## config.mk

```make
export PLATFORM = sky130hd
export DESIGN_NAME = video_timing_gen
export DESIGN_NICKNAME = d
export VERILOG_FILES = /design/src/rtl/video_timing_gen.sv
export SDC_FILE = /design/constraint.sdc
export NUM_CORES = 1
export LEC_CHECK = 0
export BUFFER_PORTS_ARGS = -buffer_cell sky130_fd_sc_hd__buf_2
export CAP_MARGIN = 5
export CORE_UTILIZATION = 58
export CTS_CLUSTER_DIAMETER = 100
export CTS_CLUSTER_SIZE = 25
export DETAILED_ROUTE_END_ITERATION = 8
export GPL_TIMING_DRIVEN = 0
export HOLD_SLACK_MARGIN = 0.08
export PLACE_DENSITY_LB_ADDON = 0.15
export SYNTH_ARGS = -nofsm -noshare
export SYNTH_HDL_FRONTEND = slang
export SYNTH_SLANG_ARGS = --single-unit
```

## constraint.sdc

```tcl
create_clock -name clk -period 7.65 [get_ports clk]
set_input_delay 0.765 -clock clk [delete_from_list [all_inputs] [get_ports clk]]
set_output_delay 0.765 -clock clk [all_outputs]
set_load 0.02 [all_outputs]
```

## src/rtl/video_timing_gen.sv

```systemverilog
// rtl/video_timing_gen.sv - programmable raster timing generator with shadowed timing set,
// selectable sync polarity, raster interrupts and frame/flash counter.
module video_timing_gen #(
   parameter int HW         = 10,
   parameter int VW         = 10,
   parameter int N_INT      = 2,
   parameter int FLASH_BITS = 5,
   parameter int DEF_HTOTAL = 448,
   parameter int DEF_VTOTAL = 320,
   parameter int MIN_TOTAL  = 16
) (
   input  logic                  clk,
   input  logic                  rst_n,
   input  logic                  ce,
   input  logic                  cfg_wr,
   input  logic [HW-1:0]         cfg_htotal,
   input  logic [HW-1:0]         cfg_hs_beg,
   input  logic [HW-1:0]         cfg_hs_end,
   input  logic [HW-1:0]         cfg_ha_beg,
   input  logic [HW-1:0]         cfg_ha_end,
   input  logic [VW-1:0]         cfg_vtotal,
   input  logic [VW-1:0]         cfg_vs_beg,
   input  logic [VW-1:0]         cfg_vs_end,
   input  logic [VW-1:0]         cfg_va_beg,
   input  logic [VW-1:0]         cfg_va_end,
   input  logic                  cfg_hs_pol,
   input  logic                  cfg_vs_pol,
   input  logic [N_INT*HW-1:0]   int_h,
   input  logic [N_INT*VW-1:0]   int_v,
   input  logic [N_INT-1:0]      int_en,
   input  logic [N_INT-1:0]      int_ack,
   output logic [HW-1:0]         hcount,
   output logic [VW-1:0]         vcount,
   output logic                  hsync,
   output logic                  vsync,
   output logic                  csync,
   output logic                  hblank,
   output logic                  vblank,
   output logic                  de,
   output logic                  line_start,
   output logic                  frame_start,
   output logic [N_INT-1:0]      int_pend,
   output logic [N_INT-1:0]      int_stb,
   output logic                  cfg_err,
   output logic [FLASH_BITS-1:0] frame_cnt,
   output logic                  flash
);

   typedef struct packed {
      logic [HW-1:0] ht, hsb, hse, hab, hae;
      logic [VW-1:0] vt, vsb, vse, vab, vae;
      logic          hp, vp;
   } tcfg_t;

   localparam tcfg_t DEF_CFG = '{ht: HW'(DEF_HTOTAL), hsb: HW'(11), hse: HW'(43),
                                 hab: HW'(88), hae: HW'(448),
                                 vt: VW'(DEF_VTOTAL), vsb: VW'(8), vse: VW'(11),
                                 vab: VW'(32), vae: VW'(320), hp: 1'b0, vp: 1'b0};

   tcfg_t         act_q, pend_q, act_d, cfg_in;
   logic          pend_vld_q;
   logic          h_wrap, v_wrap, f_wrap, load_try, pend_good;
   logic [HW-1:0] h_nxt;
   logic [VW-1:0] v_nxt;
   logic          hs_n, vs_n, ha_n, va_n;
   logic [N_INT-1:0] hit;

   always_comb begin
      cfg_in = '{ht: cfg_htotal, hsb: cfg_hs_beg, hse: cfg_hs_end, hab: cfg_ha_beg,
                 hae: cfg_ha_end, vt: cfg_vtotal, vsb: cfg_vs_beg, vse: cfg_vs_end,
                 vab: cfg_va_beg, vae: cfg_va_end, hp: cfg_hs_pol, vp: cfg_vs_pol};
   end

   assign h_wrap    = hcount >= act_q.ht - HW'(1);
   assign v_wrap    = vcount >= act_q.vt - VW'(1);
   assign f_wrap    = h_wrap & v_wrap;
   assign h_nxt     = h_wrap ? '0 : hcount + HW'(1);
   assign v_nxt     = !h_wrap ? vcount : (v_wrap ? '0 : vcount + VW'(1));
   // A cfg_wr coinciding with the wrap supersedes the old pending set, so nothing loads then.
   assign load_try  = ce & f_wrap & pend_vld_q & ~cfg_wr;
   assign pend_good = (pend_q.ht >= HW'(MIN_TOTAL)) && (pend_q.vt >= VW'(MIN_TOTAL));
   assign act_d     = (load_try & pend_good) ? pend_q : act_q;

   // Decode the position the counters move to, using the set that will be active there.
   assign hs_n = (h_nxt >= act_d.hsb) && (h_nxt < act_d.hse);
   assign vs_n = (v_nxt >= act_d.vsb) && (v_nxt < act_d.vse);
   assign ha_n = (h_nxt >= act_d.hab) && (h_nxt < act_d.hae);
   assign va_n = (v_nxt >= act_d.vab) && (v_nxt < act_d.vae);

   always_comb begin
      hit = '0;
      for (int i = 0; i < N_INT; i++)
         hit[i] = int_en[i] && (h_nxt == int_h[i*HW +: HW]) && (v_nxt == int_v[i*VW +: VW]);
   end

   always_ff @(posedge clk or negedge rst_n) begin
      if (!rst_n) begin
         hcount      <= '0;
         vcount      <= '0;
         hsync       <= 1'b1;
         vsync       <= 1'b1;
         csync       <= 1'b1;
         hblank      <= 1'b1;
         vblank      <= 1'b1;
         de          <= 1'b0;
         line_start  <= 1'b0;
         frame_start <= 1'b0;
         int_stb     <= '0;
         frame_cnt   <= '0;
         act_q       <= DEF_CFG;
      end else if (ce) begin
         hcount      <= h_nxt;
         vcount      <= v_nxt;
         hsync       <= hs_n ^ ~act_d.hp;
         vsync       <= vs_n ^ ~act_d.vp;
         csync       <= ~(hs_n ^ vs_n) ^ act_d.hp;
         hblank      <= ~ha_n;
         vblank      <= ~va_n;
         de          <= ha_n & va_n;
         line_start  <= h_wrap;
         frame_start <= f_wrap;
         int_stb     <= hit;
         act_q       <= act_d;
         if (f_wrap)
            frame_cnt <= frame_cnt + FLASH_BITS'(1);
      end else begin
         line_start  <= 1'b0;
         frame_start <= 1'b0;
         int_stb     <= '0;
      end
   end

   always_ff @(posedge clk or negedge rst_n) begin
      if (!rst_n) begin
         pend_q     <= DEF_CFG;
         pend_vld_q <= 1'b0;
         cfg_err    <= 1'b0;
         int_pend   <= '0;
      end else begin
         if (cfg_wr) begin
            pend_q     <= cfg_in;
            pend_vld_q <= 1'b1;
         end else if (ce && f_wrap) begin
            pend_vld_q <= 1'b0;
         end
         if (load_try)
            cfg_err <= ~pend_good;
         int_pend <= (ce ? hit : '0) | (int_pend & ~int_ack);
      end
   end

   assign flash = frame_cnt[FLASH_BITS-1];

endmodule

```

==> summary.md <==
| Metric | Value |
|---|---|
| H-tree depth | `1` |
| Core Rows | `54` |
| Finish-stage setup viols | `0` |
| Final min period | `7.191 ns` |
| CTS Sinks | `243` |
| Share of the core filled with cells | `0.6739` |
| CTS buffer count | `13` |
| First-pass DRT Iterations | `7` |
| Hold Vio Cnt, Final | `0` |
| Core Region | `about 22000 sq um` |
| Total wire length | `about 33000 microns` |
| Vias in the first global route | `about 9200` |
| Final HPWL DP | `about 25000 microns` |
| Worst-path clk slew | `roughly 0.10 ns` |
| Main synth FF type | `dfrtp_1` |
| Worst Path Buf+Inv | `4` |
| Initial Util | `0.5934` |
| Class of the worst hold path | `in2async` |
| Failing checks | `design-rule violations` |
| Residual DRC | `26` |
| Leakage | `6.814 nW` |
| Post-synthesis cell count | `1125` |
| Arrival @ worst endpoint | `between 7 and 8 ns` |
| Max cap viols | `0` |
| Slowest cell delay on critical path | `about 0.55 ns` |
| Worst slew margin | `0.1799` |
| Root buf cell | `clkbuf_16` |
| EDFF count, synth | `0` |
| CTS tree | `yes` |
| Overflow after GRT | `0` |
| GR Util All Layers | `0.2914` |
| Worst skew pair latency | `roughly 0.51 ns` |
| Ports | `about 190` |
| Crit-path cells | `or3_1, or3_1, or3_1, nor3_1, xnor2_1, ha_1, nand4_1, o31ai_2, nor2_1, nor3_1, buf_2, buf_2, buf_2, mux2_2, ha_1, inv_1, a21boi_0, o21ai_0, a21oi_1, o21a_1, o31a_1, a41o_1, o2111a_1, a221o_1` |
| CP max FO | `19` |
| Fin crit share | `0.9400` |
| Commonest non-fill, non-tap cell in the layout | `mux2_2` |
| Ys Warns | `0` |
| Clock buffer depth | `3` |
| Routability cong. | `between 0.9 and 1` |
| Die Span X | `between 150 and 200 microns` |
| Setup TNS | `0 ns` |
| Worst-Margin Slew | `1.221 ns` |
| Fin Clk Skew | `roughly 0.032 ns` |
| Avg Synthesized Cell Area | `11.58 sq um` |
| Max Slew Vio Count | `0` |
| Unique masters post-synth | `70` |
| Mapped Area | `between 10000 and 15000 sq um` |
| Largest net degree at the start of global routing | `99` |
| WP data required | `between 8 and 9 ns` |
| Post-DRT Antenna Nets | `0` |
| Crit path kind | `reg2reg` |
| Syn Nets | `approximately 1400` |
| 1st-iter DRT viols | `500` |
| CP Launch Type | `flop` |
| Post-synth top area cell | `dfrtp_1` |
| Die area | `between 20000 and 25000 sq um` |
| Fin nets | `about 1600` |
| Final instance count without filler cells | `about 1600` |
| Max Freq | `roughly 140 MHz` |
| Dominant cells by area after synthesis | `dfrtp_1, mux2_2, dfstp_2, ha_1, inv_1` |
| Die height | `~150 microns` |
| #FFs+latches synth | `around 240` |
| Layout cell share with drive strength beyond 1 | `0.3735` |
| Most frequent cells in the layout | `mux2_2, buf_2, dfrtp_1, ha_1, inv_1` |
| Post-CTS setup buffers | `0` |
| Largest delay contributor family on the critical path | `simple AND/OR/NAND/NOR gates` |
| Vias post-DR | `9412` |
| Setup crit end kind | `flop` |
| Outcome | `finished with violations` |
| RSZ-0062 raised after global routing | `false` |
| First-pass GRT wire length | `around 52000 microns` |
| Vias/cell | `roughly 5.8` |
| CP max-delay cell | `o31ai_2` |
| Dpl cells | `~1600` |
| Sequential element share of the synthesized area | `0.4720` |
| VDD IR-drop max | `approximately 200 uV` |
| P&R area growth vs syn | `13.57%` |
| Top-area cell type share of the netlist area | `0.3611` |
| Initial antenna violation count | `2` |
| Drt wl/cell | `approximately 20 microns` |
| Post-CTS Hold Buffers | `0` |
| Buffers on Ports | `187` |
| Async SR Flop Fraction | `1.000` |
| PwrDens | `between 300 and 400 nW/um^2` |
| Internal reg-to-reg setup slack | `between 0.4 and 0.5 ns` |
## layer usage
layer / vias to the layer above / routed length [microns] / global-route usage
li1: 4436 / - / -
met1: 4638 / 14780 / 0.4093
met2: 282 / 15240 / 0.4729
met3: 56 / 1672 / 0.03965
met4: 0 / 1025 / 0.08844
met5: - / 0 / 0
## timing repair
| action | 4_1_cts | 5_1_grt |
|---|---|---|
| endpoints found under the hold margin | 0 | 0 |
| setup endpoints to repair | 1 | 2 |
| gates resized for setup | 1 | 2 |
## state kept, by name, indices dropped and copies added (netlist names), 2 cells and up
signal     cells
int_pend       2
frame_cnt      5
pend_q       102
int_stb        2
act_q        102
vcount        10
hcount        10
## path summary, 6_finish.rpt
kind / from / end / cells after the start
min in group clk: int_ack[1] / int_pend[1] / 2
max in group asynchronous: rst_n / pend_q[35] / 3
worst min register to register: pend_q[93] / act_q[93] / 2
worst min-delay path: rst_n / pend_q[87] / 1
worst max-delay path: act_q[45] / csync / 24
worst max register to register: act_q[45] / csync / 24
## layout make-up
class | count | area, sq um
timing repair buffer | 190 | 1008
tap | 280 | 350.3
buffer | 37 | 162.7
multi-input combinational | 747 | 6357
inverter | 97 | 364.1
fill | 1758 | 7161
clock buffer | 20 | 361.6
antenna | 2 | 5.005
sequential | 243 | 6150
clock inverter | 2 | 38.79
## report_power, final
part | switching [mW] | internal (mW)
registers | 0.243 | 1.71
clock network | 0.423 | 0.367
logic | 1.57 | 1.21
total | 2.23 | 3.29
## synthesized netlist by cell type, drive strengths merged (5+ instances only)
master,instances
xnor2,32
buf,17
nand3,19
o21ai,34
a31oi,12
and3,5
nor4,7
inv,97
dfstp,55
nand2,46
nor2,53
nor3,23
nand2b,8
mux2,215
or3,12
ha,101
a21o,18
xor2,21
nand4,17
or4,5
a211oi,10
o21a,6
nor4b,6
clkbuf,21
a21oi,37
dfrtp,188
## metrics by stage
step           hold WS [ns]  setup WS [ns]  power, mW  area (sq um)
6_report             0.2086         0.4592      5.521         14800
5_1_grt              0.2349        0.03969      5.966         14800
4_1_cts              0.2073         0.2542      5.537         14790
3_5_place_dp         0.4662        0.08421      4.714         14390
3_3_place_gp         0.4570        0.08556      4.602         14320
2_1_floorplan        0.4460          1.576      3.899         13030
## kinds of logic (layout without fill, tap and decap cells)
logic type                 count (synthesis)  count (layout)  share of synthesized area
DFF                                      243             243                     0.4720
and+or+nand+nor                          218             218                    0.08642
xor gates and xnor gates                  53              53                    0.03563
adders and majority gates                101             101                    0.09698
other                                      0               2                          0
muxes                                    216             216                     0.1866
buffers and inverters                    135             346                    0.04052
AOI/OAI and AO/OA                        159             159                    0.08191
(Power assumes the default switching activity.)
